`src/rtl/fsm_dispatch_pkg.sv`:
```
// ---------------------------------------------------------------------------
// fsm_dispatch_pkg
// Shared definitions for the multicycle RV64 instruction sequencer:
//   - sequencer state encoding
//   - RV64 major opcodes used for classification
//   - one-hot start constants driven to fsm_combined
//   - classifier result struct
// ---------------------------------------------------------------------------
package fsm_dispatch_pkg;

   typedef enum logic [2:0] {
      S_IDLE       = 3'd0,
      S_FETCH_REQ  = 3'd1,
      S_FETCH_WAIT = 3'd2,
      S_DECODE     = 3'd3,
      S_EXEC       = 3'd4,
      S_RETIRE     = 3'd5,
      S_HALT       = 3'd6,
      S_TRAP       = 3'd7
   } state_t;

   localparam logic [6:0] OP_OP       = 7'b0110011;
   localparam logic [6:0] OP_IMM      = 7'b0010011;
   localparam logic [6:0] OP_OP32     = 7'b0111011;
   localparam logic [6:0] OP_IMM32    = 7'b0011011;
   localparam logic [6:0] OP_LUI      = 7'b0110111;
   localparam logic [6:0] OP_AUIPC    = 7'b0010111;
   localparam logic [6:0] OP_BRANCH   = 7'b1100011;
   localparam logic [6:0] OP_JAL      = 7'b1101111;
   localparam logic [6:0] OP_JALR     = 7'b1100111;
   localparam logic [6:0] OP_LOAD     = 7'b0000011;
   localparam logic [6:0] OP_STORE    = 7'b0100011;
   localparam logic [6:0] OP_LOAD_FP  = 7'b0000111;
   localparam logic [6:0] OP_STORE_FP = 7'b0100111;
   localparam logic [6:0] OP_SYSTEM   = 7'b1110011;

   localparam logic [2:0] START_NONE = 3'b000;
   localparam logic [2:0] START_ALU  = 3'b001;
   localparam logic [2:0] START_BRJ  = 3'b010;
   localparam logic [2:0] START_LDST = 3'b100;

   typedef struct packed {
      logic [2:0] start;
      logic       is_system;
      logic       is_illegal;
   } opclass_t;

endpackage

```
`src/rtl/fsm_dispatch_opcode_classifier.sv`:
```
// ---------------------------------------------------------------------------
// opcode_classifier
// Combinational decode of an RV64 major opcode into the sub-FSM that must
// execute it.
//   i_opcode  in  7   insn[6:0]
//   o_class   out     {start one-hot, is_system, is_illegal}
// Exactly one of: start non-zero, is_system, is_illegal.
// ---------------------------------------------------------------------------
module opcode_classifier
   import fsm_dispatch_pkg::*;
(
   input  logic [6:0] i_opcode,
   output opclass_t   o_class
);

   always_comb begin
      o_class.start      = START_NONE;
      o_class.is_system  = 1'b0;
      o_class.is_illegal = 1'b0;
      case (i_opcode)
         OP_OP, OP_IMM, OP_OP32, OP_IMM32, OP_LUI, OP_AUIPC:
            o_class.start = START_ALU;
         OP_BRANCH, OP_JAL, OP_JALR:
            o_class.start = START_BRJ;
         OP_LOAD, OP_STORE, OP_LOAD_FP, OP_STORE_FP:
            o_class.start = START_LDST;
         OP_SYSTEM:
            o_class.is_system = 1'b1;
         default:
            o_class.is_illegal = 1'b1;
      endcase
   end

endmodule

```
`src/rtl/fsm_dispatch.sv`:
```
// ---------------------------------------------------------------------------
// fsm_dispatch
// Top-level instruction sequencer of the multicycle RV64 core. Fetches an
// instruction over the shared memory port, classifies it, hands it to one
// execution FSM through a held one-hot start, retires it, and loops. Traps on
// illegal opcodes and on an execution FSM that never reports done.
//
// Ports
//   clk            in   1      clock, rising edge
//   rst_n          in   1      async reset, active low
//   run            in   1      1 = keep executing, 0 = stop at next boundary
//   mem_rdata      in   32     instruction word, valid with memory_done
//   memory_done    in   1      memory handshake complete
//   done           in   1      done from fsm_combined
//   fetch_start    out  1      1-cycle fetch request
//   sel_mem_fetch  out  1      memory port owned by fetch
//   insn           out  32     current instruction
//   start          out  3      one-hot: 001 ALU, 010 BR/J, 100 LD/ST
//   retire         out  1      1-cycle pulse per retired instruction
//   insn_count     out  CNT_W  retired-instruction count (wraps)
//   halted         out  1      sticky: SYSTEM opcode reached
//   illegal        out  1      sticky: unknown opcode
//   timeout        out  1      sticky: watchdog expired
//
// state        | meaning
// -------------+-----------------------------------------------------------
// S_IDLE       | stopped, waiting for run
// S_FETCH_REQ  | fetch_start pulse, memory port owned by fetch
// S_FETCH_WAIT | waiting for memory_done, latch instruction word
// S_DECODE     | classify opcode, pick sub-FSM / halt / trap
// S_EXEC       | start held, waiting for done, watchdog running
// S_RETIRE     | retire pulse, count++, continue or stop
// S_HALT       | SYSTEM reached, terminal until reset
// S_TRAP       | illegal opcode or watchdog, terminal until reset
// ---------------------------------------------------------------------------
module fsm_dispatch
   import fsm_dispatch_pkg::*;
#(
   parameter int CNT_W   = 64,
   parameter int TIMEOUT = 1024
)
(
   input  logic             clk,
   input  logic             rst_n,
   input  logic             run,
   input  logic [31:0]      mem_rdata,
   input  logic             memory_done,
   input  logic             done,
   output logic             fetch_start,
   output logic             sel_mem_fetch,
   output logic [31:0]      insn,
   output logic [2:0]       start,
   output logic             retire,
   output logic [CNT_W-1:0] insn_count,
   output logic             halted,
   output logic             illegal,
   output logic             timeout
);

   // Down-counter: loaded with TIMEOUT-1 on entry to EXEC, so it reads zero
   // on the TIMEOUT-th EXEC cycle.
   localparam int              WD_W    = (TIMEOUT > 1) ? $clog2(TIMEOUT) : 1;
   localparam logic [WD_W-1:0] WD_LOAD = WD_W'((TIMEOUT > 0) ? (TIMEOUT - 1) : 0);
   localparam logic            WD_EN   = (TIMEOUT > 0);

   state_t           r_state;
   logic [31:0]      r_insn;
   logic [2:0]       r_start;
   logic [WD_W-1:0]  r_wdog;
   logic [CNT_W-1:0] r_insn_count;
   logic             r_fetch_start;
   logic             r_sel_mem_fetch;
   logic             r_retire;
   logic             r_halted;
   logic             r_illegal;
   logic             r_timeout;
   opclass_t         w_class;

   opcode_classifier u_classifier (
      .i_opcode (r_insn[6:0]),
      .o_class  (w_class)
   );

   always_ff @(posedge clk or negedge rst_n) begin
      if (!rst_n) begin
         r_state         <= S_IDLE;
         r_insn          <= '0;
         r_start         <= START_NONE;
         r_wdog          <= '0;
         r_insn_count    <= '0;
         r_fetch_start   <= 1'b0;
         r_sel_mem_fetch <= 1'b0;
         r_retire        <= 1'b0;
         r_halted        <= 1'b0;
         r_illegal       <= 1'b0;
         r_timeout       <= 1'b0;
      end else begin
         r_fetch_start <= 1'b0;
         r_retire      <= 1'b0;
         case (r_state)
            S_IDLE: begin
               if (run) begin
                  r_state         <= S_FETCH_REQ;
                  r_fetch_start   <= 1'b1;
                  r_sel_mem_fetch <= 1'b1;
               end
            end
            S_FETCH_REQ: begin
               r_state <= S_FETCH_WAIT;
            end
            S_FETCH_WAIT: begin
               if (memory_done) begin
                  r_insn          <= mem_rdata;
                  r_sel_mem_fetch <= 1'b0;
                  r_state         <= S_DECODE;
               end
            end
            S_DECODE: begin
               if (w_class.is_system) begin
                  r_halted <= 1'b1;
                  r_state  <= S_HALT;
               end else if (w_class.is_illegal) begin
                  r_illegal <= 1'b1;
                  r_state   <= S_TRAP;
               end else begin
                  r_start <= w_class.start;
                  r_wdog  <= WD_LOAD;
                  r_state <= S_EXEC;
               end
            end
            S_EXEC: begin
               // done takes priority over a watchdog expiring in the same cycle
               if (done) begin
                  r_start      <= START_NONE;
                  r_retire     <= 1'b1;
                  r_insn_count <= r_insn_count + CNT_W'(1);
                  r_state      <= S_RETIRE;
               end else if (WD_EN && (r_wdog == '0)) begin
                  r_start   <= START_NONE;
                  r_timeout <= 1'b1;
                  r_state   <= S_TRAP;
               end else begin
                  r_wdog <= r_wdog - WD_W'(1);
               end
            end
            S_RETIRE: begin
               if (run) begin
                  r_state         <= S_FETCH_REQ;
                  r_fetch_start   <= 1'b1;
                  r_sel_mem_fetch <= 1'b1;
               end else begin
                  r_state <= S_IDLE;
               end
            end
            S_HALT, S_TRAP: begin
               r_state <= r_state;
            end
            default: begin
               r_state <= S_IDLE;
            end
         endcase
      end
   end

   assign fetch_start   = r_fetch_start;
   assign sel_mem_fetch = r_sel_mem_fetch;
   assign insn          = r_insn;
   assign start         = r_start;
   assign retire        = r_retire;
   assign insn_count    = r_insn_count;
   assign halted        = r_halted;
   assign illegal       = r_illegal;
   assign timeout       = r_timeout;

endmodule

```
`config.mk`:
```
export PLATFORM = sky130hd
export DESIGN_NAME = fsm_dispatch
export DESIGN_NICKNAME = d
export VERILOG_FILES = /design/src/rtl/fsm_dispatch_pkg.sv /design/src/rtl/fsm_dispatch_opcode_classifier.sv /design/src/rtl/fsm_dispatch.sv
export SDC_FILE = /design/constraint.sdc
export NUM_CORES = 1
export LEC_CHECK = 0
export BUFFER_PORTS_ARGS = -buffer_cell sky130_fd_sc_hd__buf_2
export CORE_AREA = 2 2 104 106
export CTS_CLUSTER_DIAMETER = 40
export DETAILED_ROUTE_END_ITERATION = 12
export DIE_AREA = 0 0 106 108
export HOLD_SLACK_MARGIN = 0.02
export PLACE_DENSITY = 0.79
export SETUP_SLACK_MARGIN = 0.02
export SLEW_MARGIN = 20
export SYNTH_ARGS = -nofsm -noshare
export SYNTH_HDL_FRONTEND = slang
export SYNTH_SLANG_ARGS = --single-unit
```
`constraint.sdc`:
```
create_clock -name clk -period 3 [get_ports clk]
set_clock_uncertainty 0.05 [all_clocks]
set_input_delay 0.3 -clock clk [delete_from_list [all_inputs] [get_ports clk]]
set_output_delay 0.3 -clock clk [all_outputs]
set_load 0.05 [all_outputs]
```
==> reports/qor.yml, run 1 <==
critPathKind: "flip-flop to flip-flop"
synth_top_area_share_pct: 55.35
ir_worst_vdd_v: 0.0009542
post_cts_buffers: 0
fin_setup_tns_ns: 0
diodes: 0
rows: 37
period_minus_slack_ns: 2.657
setup_viol: 0
cts_tree: "yes"
gp_congestion: 0.8291
grt_max_degree: 84
ctsRootBufferMaster: "clkbuf_8"
core_area_um2: 10230
synth_edf_count: 0
synth_common_cells: "118 x dfrtp_1, 36 x nand2_1, 36 x xnor2_1"
antenna_left: 0
fill_cells: 698
crit_start: "r_state[1]"
status: "completed"
powerDensity_nw_per_um2: 861.0
syn_area_um2: 5335
clkLatencyLatePin_ns: 0.51
cts_max_level: 4
regArea_um2: 2953
wl_um: 13200
power_leakage_nw: 3.507
io_buffers: 141
drive_gt1_share_pct: 33.68
synthCells: 463
place_hpwl_um: 8600
relSlewSlack_pct: 54.75
rsz0062_at_grt: "false"
firstDrtPassIters: 4
reg2reg_depth: 5
multi_input_area_um2: 2262
fin_crit_sh_pct: 88.56
synth_top_area_cell: "dfrtp_1"
async_flop_share_pct: 100.0
post_drt_wl_per_cell_um: 16.47
synth_seq_area_share_pct: 55.35
ys_warn_count: 0
synth_area_per_cell_um2: 11.52
crit_required_ns: 3.38
die_area_um2: 11450
netlist_top_cells_area: "dfrtp_1 55%, mux2_2 6.3%, xnor2_1 5.9%, xor2_1 4.9%, nand2_1 2.5%"
drv_slew: 0
r2r_setup_slack_ns: 0.34
die_w_um: 106
tightestPinTransition_ns: 0.6758
hold_path_class: "primary input to flip-flop"
synthesis.nets: 502
cts.clk_slew.worst_paths_ns: 0.06
die_h_um: 108
endpoint: "insn_count[31]"
final_core_util_pct: 69.74
vias: 4333
hold_viol: 0
antenna_found_initial: 0
syn_to_final_growth_pct: 33.75
crit_path_start_kind: "flip-flop"
timing.rr.start: "r_state[1]"
cts_buffers: 17
grt-ovfl-total: 0
grt_pass1_vias: 4490
synth.most_common_cell: "dfrtp_1"
maxCapViolCount: 0
ys_ff_latch: 118
grt_usage_pct: 24.64
synthDistinctLibCells: 54
drc: 0
drtIter0Drc: 313
grt_pass1_wl_um: 22100
worstPathArrival_ns: 3.04
clock-sinks: 118
crit_fanout: 15
io_pins: 142
endpoint_kind: "flip-flop"
post_drt_via_cell_ratio: 5.409
r2r_end: "insn_count[31]"
nets: 692
synth_flop_cell: "dfrtp_1"
fmax_ghz: 0.3764
cts_max_path_buffers: 2
start_util_pct: 52.15
[registers in the layout (all words and copies together) (netlist names)]
signal,cells
insn,32
retire,1
r_wdog,10
start,3
fetch_start,1
timeout,1
sel_mem_fetch,1
halted,1
r_state,3
insn_count,64
illegal,1
[worst min-delay path by stage]
stage | startpoint | end | slack [ns] | depth (start not counted)
2_1_floorplan | rst_n | fetch_start | -0.05 | 0
3_3_place_gp | rst_n | insn[10] | 0.23 | 1
3_5_place_dp | rst_n | insn[10] | 0.24 | 1
4_1_cts | done | r_wdog[2] | 0.15 | 4
5_1_grt | done | r_wdog[2] | 0.18 | 4
6_report | done | r_wdog[2] | 0.19 | 4
[placed cells by master (no fill, tap or decap), drive strengths merged, types with 2 or more instances in the layout]
| master | synthesis | layout |
|---|---|---|
| mux2 | 30 | 30 |
| a21o | 2 | 2 |
| a221o | 3 | 3 |
| clkinv | 0 | 5 |
| nor3 | 21 | 21 |
| nor2 | 28 | 28 |
| a21oi | 5 | 5 |
| clkinvlp | 0 | 2 |
| nand3 | 22 | 22 |
| dfrtp | 118 | 118 |
| a32o | 2 | 2 |
| xor2 | 30 | 30 |
| buf | 2 | 148 |
| mux2i | 2 | 2 |
| nor4 | 17 | 17 |
| or3 | 6 | 6 |
| and4 | 2 | 2 |
| bufinv | 0 | 2 |
| ha | 2 | 2 |
| xnor2 | 36 | 36 |
| o41ai | 2 | 2 |
| and3 | 4 | 4 |
| o21ai | 11 | 11 |
| inv | 24 | 24 |
| dlygate4sd3 | 0 | 34 |
| nand2b | 4 | 4 |
| o22ai | 2 | 2 |
| nand4 | 17 | 17 |
| nand2 | 36 | 36 |
| or2 | 2 | 2 |
| or4 | 5 | 5 |
| clkbuf | 9 | 22 |
| nand3b | 2 | 2 |
[what timing repair did]
| item | 4_1_cts | 5_1_grt |
|---|---|---|
| endpoints found under the setup margin | 0 | 2 |
| gates resized for setup | 0 | 1 |
| hold endpoints to repair | 68 | 0 |
| hold buffers | 34 | 0 |
[metal layers]
layer	up-vias	wire length [um]	global-route usage (%)
li1	2023	-	-
met1	2147	5400	29.94
met2	132	6739	41.61
met3	31	687	6.570
met4	0	367	10.90
met5	-	0	0
[cell type report]
class	count	share of cell area, %
clock inverter	9	1.455
timing repair buffer	182	15.61
multi-input combinational	310	31.70
inverter	24	1.262
tap	136	2.385
clock buffer	22	6.207
sequential	118	41.38
[kinds of logic (layout without fill, tap and decap cells)]
| logic type | after synthesis | count (layout) | share of synthesized area, % |
|---|---|---|---|
| xor+xnor | 66 | 66 | 10.83 |
| fa+ha+maj | 2 | 2 | 0.4690 |
| mux | 32 | 32 | 6.707 |
| compound gates | 38 | 38 | 5.066 |
| flops | 118 | 118 | 55.35 |
| buf+inv | 35 | 237 | 2.627 |
| simple gates | 172 | 172 | 18.95 |
[where the power goes]
| part | internal [mW] | switching (mW) |
|---|---|---|
| clock | 1.19 | 0.689 |
| sequential | 1.91 | 0.279 |
| combinational | 0.604 | 1.47 |
[through the flow]
step           instances  total power, mW  setup slack (ns)  instance area, um^2  hold WS (ns)
2_1_floorplan        463            3.663            0.4306                 5335      -0.04559
3_3_place_gp         736            4.131            0.4150                 6243        0.2329
4_1_cts              801            6.141            0.2254                 7131        0.1506
5_1_grt              801            6.394            0.1517                 7136        0.1792
6_report             801            6.144            0.3432                 7136        0.1927
3_5_place_dp         736            4.197            0.2865                 6243        0.2416
[worst max-delay path, cell delays in order (launching register included)]
cell and delay (ns):
dfrtp_1 0.53, nand4bb_2 0.49, nor4_4 0.69, nand3_1 0.26
nor4_1 0.38, xor2_1 0.18
(Power assumes the default switching activity.)
==> inputs of run 2 (changes only) <==
Settings changed: ABC_AREA set to 1, CORE_AREA 2 2 104 106 to 2 2 114 116, DIE_AREA 0 0 106 108 to 0 0 116 118.
==> run 2 against run 1 <==
Design area up 15%. Global-route usage up 2.4 points. Worst hold slack worse by 0.15 ns. Critical path depth up 5. Non-clock buffer count down 35. Die area up 20%. Area after synthesis up 26%. Critical endpoint is now r_wdog[6].
==> reports/qor.yml, run 2 <==
ys_ff_latch: 118
r2r_setup_slack_ns: 0.62
io_buffers: 141
p_sw_share_pct: 45.42
hold_path_end: "insn[2]"
synth_top_family_by_area: "simple AND/OR/NAND/NOR gates"
synthDistinctLibCells: 36
synth.most_common_cell: "nand2_1"
stdcell_count: 1245
place_inst: 1212
drc: 0
fin_crit_sh_pct: 79.24
crit_path_start_kind: "flip-flop"
synth_common_cells: "327 x nand2_1, 150 x nor2_1, 118 x dfrtp_1"
tightestPinTransition_ns: 0.6985
cts_max_level: 4
reg2reg_depth: 10
fill_cells: 1131
regArea_um2: 2953
layout_common_cells: "327 x nand2_1, 150 x nor2_1, 140 x buf_2"
syn_area_um2: 6699
synthXorXnorAreaFrac_pct: 4.184
largest_register_ff_count: 64
mostFrequentLayoutCell: "nand2_1"
fin_setup_tns_ns: 0
seqPwrFrac_pct: 33.4
ir_worst_vdd_v: 0.0009069
antenna_found_initial: 0
cpPeakStageDelay_ns: 0.54
synth_area_per_cell_um2: 7.402
antenna_left: 0
cts_tree: "yes"
place_hpwl_um: 13550
synth_flop_cell: "dfrtp_1"
netlist_top_cells_area: "dfrtp_1 44%, nand2_1 18%, nor2_1 8.4%, mux2_2 4.7%, inv_1 4.6%"
cts.clk_slew.worst_paths_ns: 0.06
setup_viol: 0
switchingPower_mw: 3.267
rows: 41
nets: 1099
min_from: "mem_rdata[2]"
synthAdderAreaFrac_pct: 0.3736
clkLatencyLatePin_ns: 0.42
crit_required_ns: 3.25
post_drt_via_cell_ratio: 5.119
hold_depth: 3
finalPower_mw: 7.192
p_int_mw: 3.925
drive_gt1_share_pct: 22.09
cts_resized: 0
maxCapViolCount: 0
die_h_um: 118
drv_slew: 0
crit_chain: "inv_1 -> ha_1 -> nand2_1 -> nor2_1 -> nand2_1 -> o21ai_1 -> nor2_1 -> nand2_1 -> nand2_1 -> nand2_1"
clock-sinks: 118
wl_um: 17690
die_area_um2: 13690
cts_buffers: 17
period_minus_slack_ns: 2.377
crit_fanout: 11
ys_warn_count: 0
synthesis.nets: 944
synthCells: 905
synth-compound-area-share_pct: 3.119
grt-ovfl-total: 0
core_area_um2: 12410
multi_input_area_um2: 3359
crit_slowest_cell: "nor2_1"
endpoint_kind: "flip-flop"
powerDensity_nw_per_um2: 879.2
diodes: 0
status: "completed"
grt_usage_pct: 27.04
post_drt_wl_per_cell_um: 14.20
r2r_end: "r_wdog[6]"
combPwrFrac_pct: 39.5
synth_top_area_share_pct: 44.08
cp_common_cell: "nand2_1"
drtIter0Drc: 461
ctsRootBufferMaster: "clkbuf_16"
hold_path_class: "primary input to flip-flop"
syn_to_final_growth_pct: 22.11
start_util_pct: 53.96
hold_viol: 0
grt_max_degree: 56
worstPathArrival_ns: 2.63
synth_seq_area_share_pct: 44.08
synthMuxAreaShare_pct: 4.707
timing.rr.start: "r_wdog[0]"
yosys.area_share.simple_pct: 37.77
gp_congestion: 0.9448
die_w_um: 116
synth_edf_count: 0
io_pins: 142
grt_pass1_vias: 5958
power_leakage_nw: 4.018
p_clk_share_pct: 27.1
async_flop_share_pct: 100.0
critPathKind: "flip-flop to flip-flop"
rsz0062_at_grt: "false"
relSlewSlack_pct: 53.26
cts_max_path_buffers: 2
firstDrtPassIters: 6
fmax_ghz: 0.4207
vias: 6373
grt_pass1_wl_um: 29080
synth_top_area_cell: "dfrtp_1"
==> run 2: repair_timing <==
| item | 4_1_cts | 5_1_grt |
|---|---|---|
| hold buffers | 1 | 0 |
| buffers inserted | 0 | 0 |
| hold endpoints to repair | 52 | 0 |
==> run 2: how the worst max path moves through the flow <==
stage                             start             end  slack (ns)  cells past startpoint
after global routing          r_wdog[0]       r_wdog[2]        0.41                     10
after floorplan           insn_count[0]  insn_count[38]        0.99                      8
after CTS                     r_wdog[0]       r_wdog[6]        0.65                     10
after global placement        r_wdog[0]       r_wdog[6]        0.75                     10
final                         r_wdog[0]       r_wdog[6]        0.62                     10
after detailed placement      r_wdog[0]       r_wdog[4]        0.67                     10
==> run 2: logic make-up after synthesis <==
| kind of cell | after synthesis |
|---|---|
| buffers and inverters | 97 |
| xor gates and xnor gates | 32 |
| adders and majority gates | 2 |
| DFF | 118 |
| muxes | 28 |
| and+or+nand+nor | 588 |
| AOI/OAI and AO/OA | 40 |
==> run 2: power by group through the flow <==
stage / clock, mW / sequential, mW / combinational (mW)
4_1_cts: 1.98 / 2.40 / 2.85
6_report: 1.95 / 2.40 / 2.84
3_5_place_dp: 0 / 2.41 / 2.85
2_1_floorplan: 0 / 3.50 / 1.06
3_3_place_gp: 0 / 2.40 / 2.81
5_1_grt: 2.05 / 2.46 / 3.05
==> run 2: worst max-delay path: cells and delay by family, from the launching register on <==
kind / cells / cell delay (ns)
and+or+nand+nor: 7 / 1.47
DFF: 1 / 0.36
adders and majority gates: 1 / 0.23
AOI/OAI and AO/OA: 1 / 0.06
buffers and inverters: 1 / 0.10
==> run 2: area by class of cell <==
class | count | area share [%]
multi-input cells | 690 | 41.07
flip-flops and latches | 118 | 36.10
repair buffers | 147 | 9.238
clock buffers | 17 | 5.200
inverters | 86 | 3.946
well taps | 172 | 2.631
clock inverters | 15 | 1.820
==> run 2: per-layer routing <==
metal / vias to the layer above / part of all wire [%] / wire (um) / GRT usage (%)
met5: - / 0 / 0 / 0
li1: 3174 / - / - / -
met3: 25 / 7.6 / 1346 / 5.355
met2: 233 / 46 / 8212 / 41.19
met4: 0 / 1.9 / 341 / 9.375
met1: 2941 / 44 / 7785 / 38.46
==> run 2: stage by stage <==
step	worst slack (ns)	instance area [um^2]	hold WS (ns)	utilization (%)
2_1_floorplan	0.9940	6699	-0.04559	-
3_3_place_gp	0.7527	7596	0.3309	61.19
3_5_place_dp	0.6705	7596	0.3317	61.19
4_1_cts	0.6528	8180	0.02478	65.89
5_1_grt	0.4088	8180	0.04838	65.89
6_report	0.6229	8180	0.04287	65.89
==> inputs of run 3 (changes only) <==
Settings changed: ABC_AREA 1 to 0, CORE_AREA 2 2 114 116 to 2 2 109 111, DIE_AREA 0 0 116 118 to 0 0 111 113, PLACE_DENSITY 0.79 to 0.75.
Clock period 3 ns to 2 ns, I/O delays scaled along.
==> run 3 against run 2 <==
The run now ends with setup timing left. First-iteration DRC count decreased by 57%. Sequential share of layout area rose by 1.6 points. Critical path depth decreased by 4. Utilization increased by 4.5 points. Wire length fell by 18%. Register-to-register slack worse by 0.71 ns. Global-route usage is 3.5 points lower. Critical path type unchanged.
==> reports/qor.yml, run 3 (synthesis results as in run 1) <==
status: "finished, violations left"
violations: "setup timing"
grt_max_degree: 48
reg2reg_depth: 6
r2r_setup_slack_ns: -0.09
regArea_um2: 2997
rsz0062_at_grt: "true"
antenna_left: 0
largest_register_ff_count: 64
core_area_um2: 11270
antenna_found_initial: 0
io_pins: 142
place_inst: 788
setup_viol: 13
setup_slack_ns: -0.09059
die_w_um: 111
grt_pass1_wl_um: 23380
cpPeakStageDelay_ns: 0.57
drc: 0
grt-ovfl-total: 0
start_util_pct: 47.33
maxCapViolCount: 0
gp_congestion: 0.8491
place_hpwl_um: 9531
final_core_util_pct: 70.43
nets: 745
period_minus_slack_ns: 2.091
multi_input_area_um2: 2582
r2r_end: "r_state[1]"
ir_worst_vdd_v: 0.001138
crit_path_start_kind: "flip-flop"
power_leakage_nw: 3.958
timing.rr.start: "r_wdog[7]"
crit_chain: "or4_4 -> buf_6 -> o41a_1 -> nor3_2 -> o21ai_1 -> o21ai_1"
cp_common_cell: "o21ai_1"
clock-sinks: 118
wl_um: 14460
mostFrequentLayoutCell: "buf_2"
cts_tree: "yes"
hold_path_class: "primary input to asynchronous set/reset pin"
worstPathArrival_ns: 2.37
die_area_um2: 12540
firstDrtPassIters: 4
dp_slack_ns: -0.1269
crit_fanout: 7
tightestPinTransition_ns: 0.7084
io_buffers: 141
cts_max_level: 4
clkLatencyLatePin_ns: 0.41
crit_slowest_cell: "or4_4"
cts_max_path_buffers: 2
placed_cell_area_um2: 6787
drtIter0Drc: 200
powerDensity_nw_per_um2: 1162
cts.clk_slew.worst_paths_ns: 0.05
post_drt_wl_per_cell_um: 16.77
design_area_um2: 7939
post_drt_via_cell_ratio: 5.325
die_h_um: 113
drive_gt1_share_pct: 47.71
whs_ns: 0.1226
endpoint_kind: "flip-flop"
finalPower_mw: 9.228
stdcell_count: 862
crit_start: "r_wdog[7]"
vias: 4590
grt_pass1_vias: 4753
fin_setup_tns_ns: -0.5471
rows: 39
cts_buffers: 17
grt_usage_pct: 23.49
hold_viol: 0
fin_crit_sh_pct: 104.5
diodes: 0
drv_slew: 0
critPathKind: "flip-flop to flip-flop"
fill_cells: 759
crit_required_ns: 2.28
endpoint: "r_state[1]"
fmax_ghz: 0.4783
ctsRootBufferMaster: "clkbuf_16"
syn_to_final_growth_pct: 48.80
layout_common_cells: "140 x buf_2, 83 x dfrtp_1, 53 x buf_4"
relSlewSlack_pct: 52.56
## run 3: changes by cell type in the layout (fill, tap and decap cells not counted), moves of 7 or more
cell,before,now
buf_4,6,53
xor2_1,16,30
nor4_4,0,12
inv_1,82,24
nand2_1,327,35
clkbuf_1,0,7
dlygate4sd3_1,1,34
dfrtp_2,0,35
nand4_1,30,16
o21ai_0,29,7
xnor2_1,16,36
nor2_1,150,27
dfrtp_1,118,83
nand3_1,43,19
## run 3: worst max-delay path: cells and delay by family, from the launching register on
family / cells / cell delay (ns)
AOI/OAI and AO/OA: 3 / 0.66
DFF: 1 / 0.37
buffers and inverters: 1 / 0.14
and+or+nand+nor: 2 / 0.78
## run 3: how the worst min path moves through the flow
| stage | from | endpoint | slack (ns) | depth (start not counted) |
|---|---|---|---|---|
| 3_3_place_gp | rst_n | insn[16] | 0.01 | 1 |
| 3_5_place_dp | rst_n | insn[16] | 0.02 | 1 |
| 6_report | rst_n | insn[16] | 0.12 | 2 |
| 5_1_grt | rst_n | insn[29] | 0.13 | 2 |
| 4_1_cts | rst_n | insn[16] | 0.13 | 2 |
| 2_1_floorplan | rst_n | fetch_start | -0.15 | 0 |
## run 3: timing repair
item,in CTS,in global routing
resized for setup,8,32
hold buffers,34,0
endpoints found under the setup margin,23,41
pin swaps,8,19
buffers inserted,4,4
endpoints found under the hold margin,151,0
## run 3: report_power, final
part           switching, mW  total (mW)  internal, mW
clock network           1.00        2.67          1.67
logic                   2.31        3.34          1.02
registers              0.346        3.22          2.88
## run 3: area by class of cell
class                           count  area share, %
Inverter                           24          1.135
Clock inverter                      5         0.3152
Timing Repair Buffer              235          19.81
Multi-Input combinational cell    310          32.53
Clock buffer                       27          6.210
Sequential cell                   118          37.75
Tap cell                          143          2.254
## run 3: routing by layer
metal  wire length [um]  part of all wire (%)  vias to the layer above  GRT usage, %
li1                   -                     -                     2121             -
met1               5920                    41                     2292         28.03
met2               7435                    51                      145         40.00
met3                717                   5.0                       32         7.124
met4                383                   2.6                        0         9.667
met5                  0                     0                        -             0
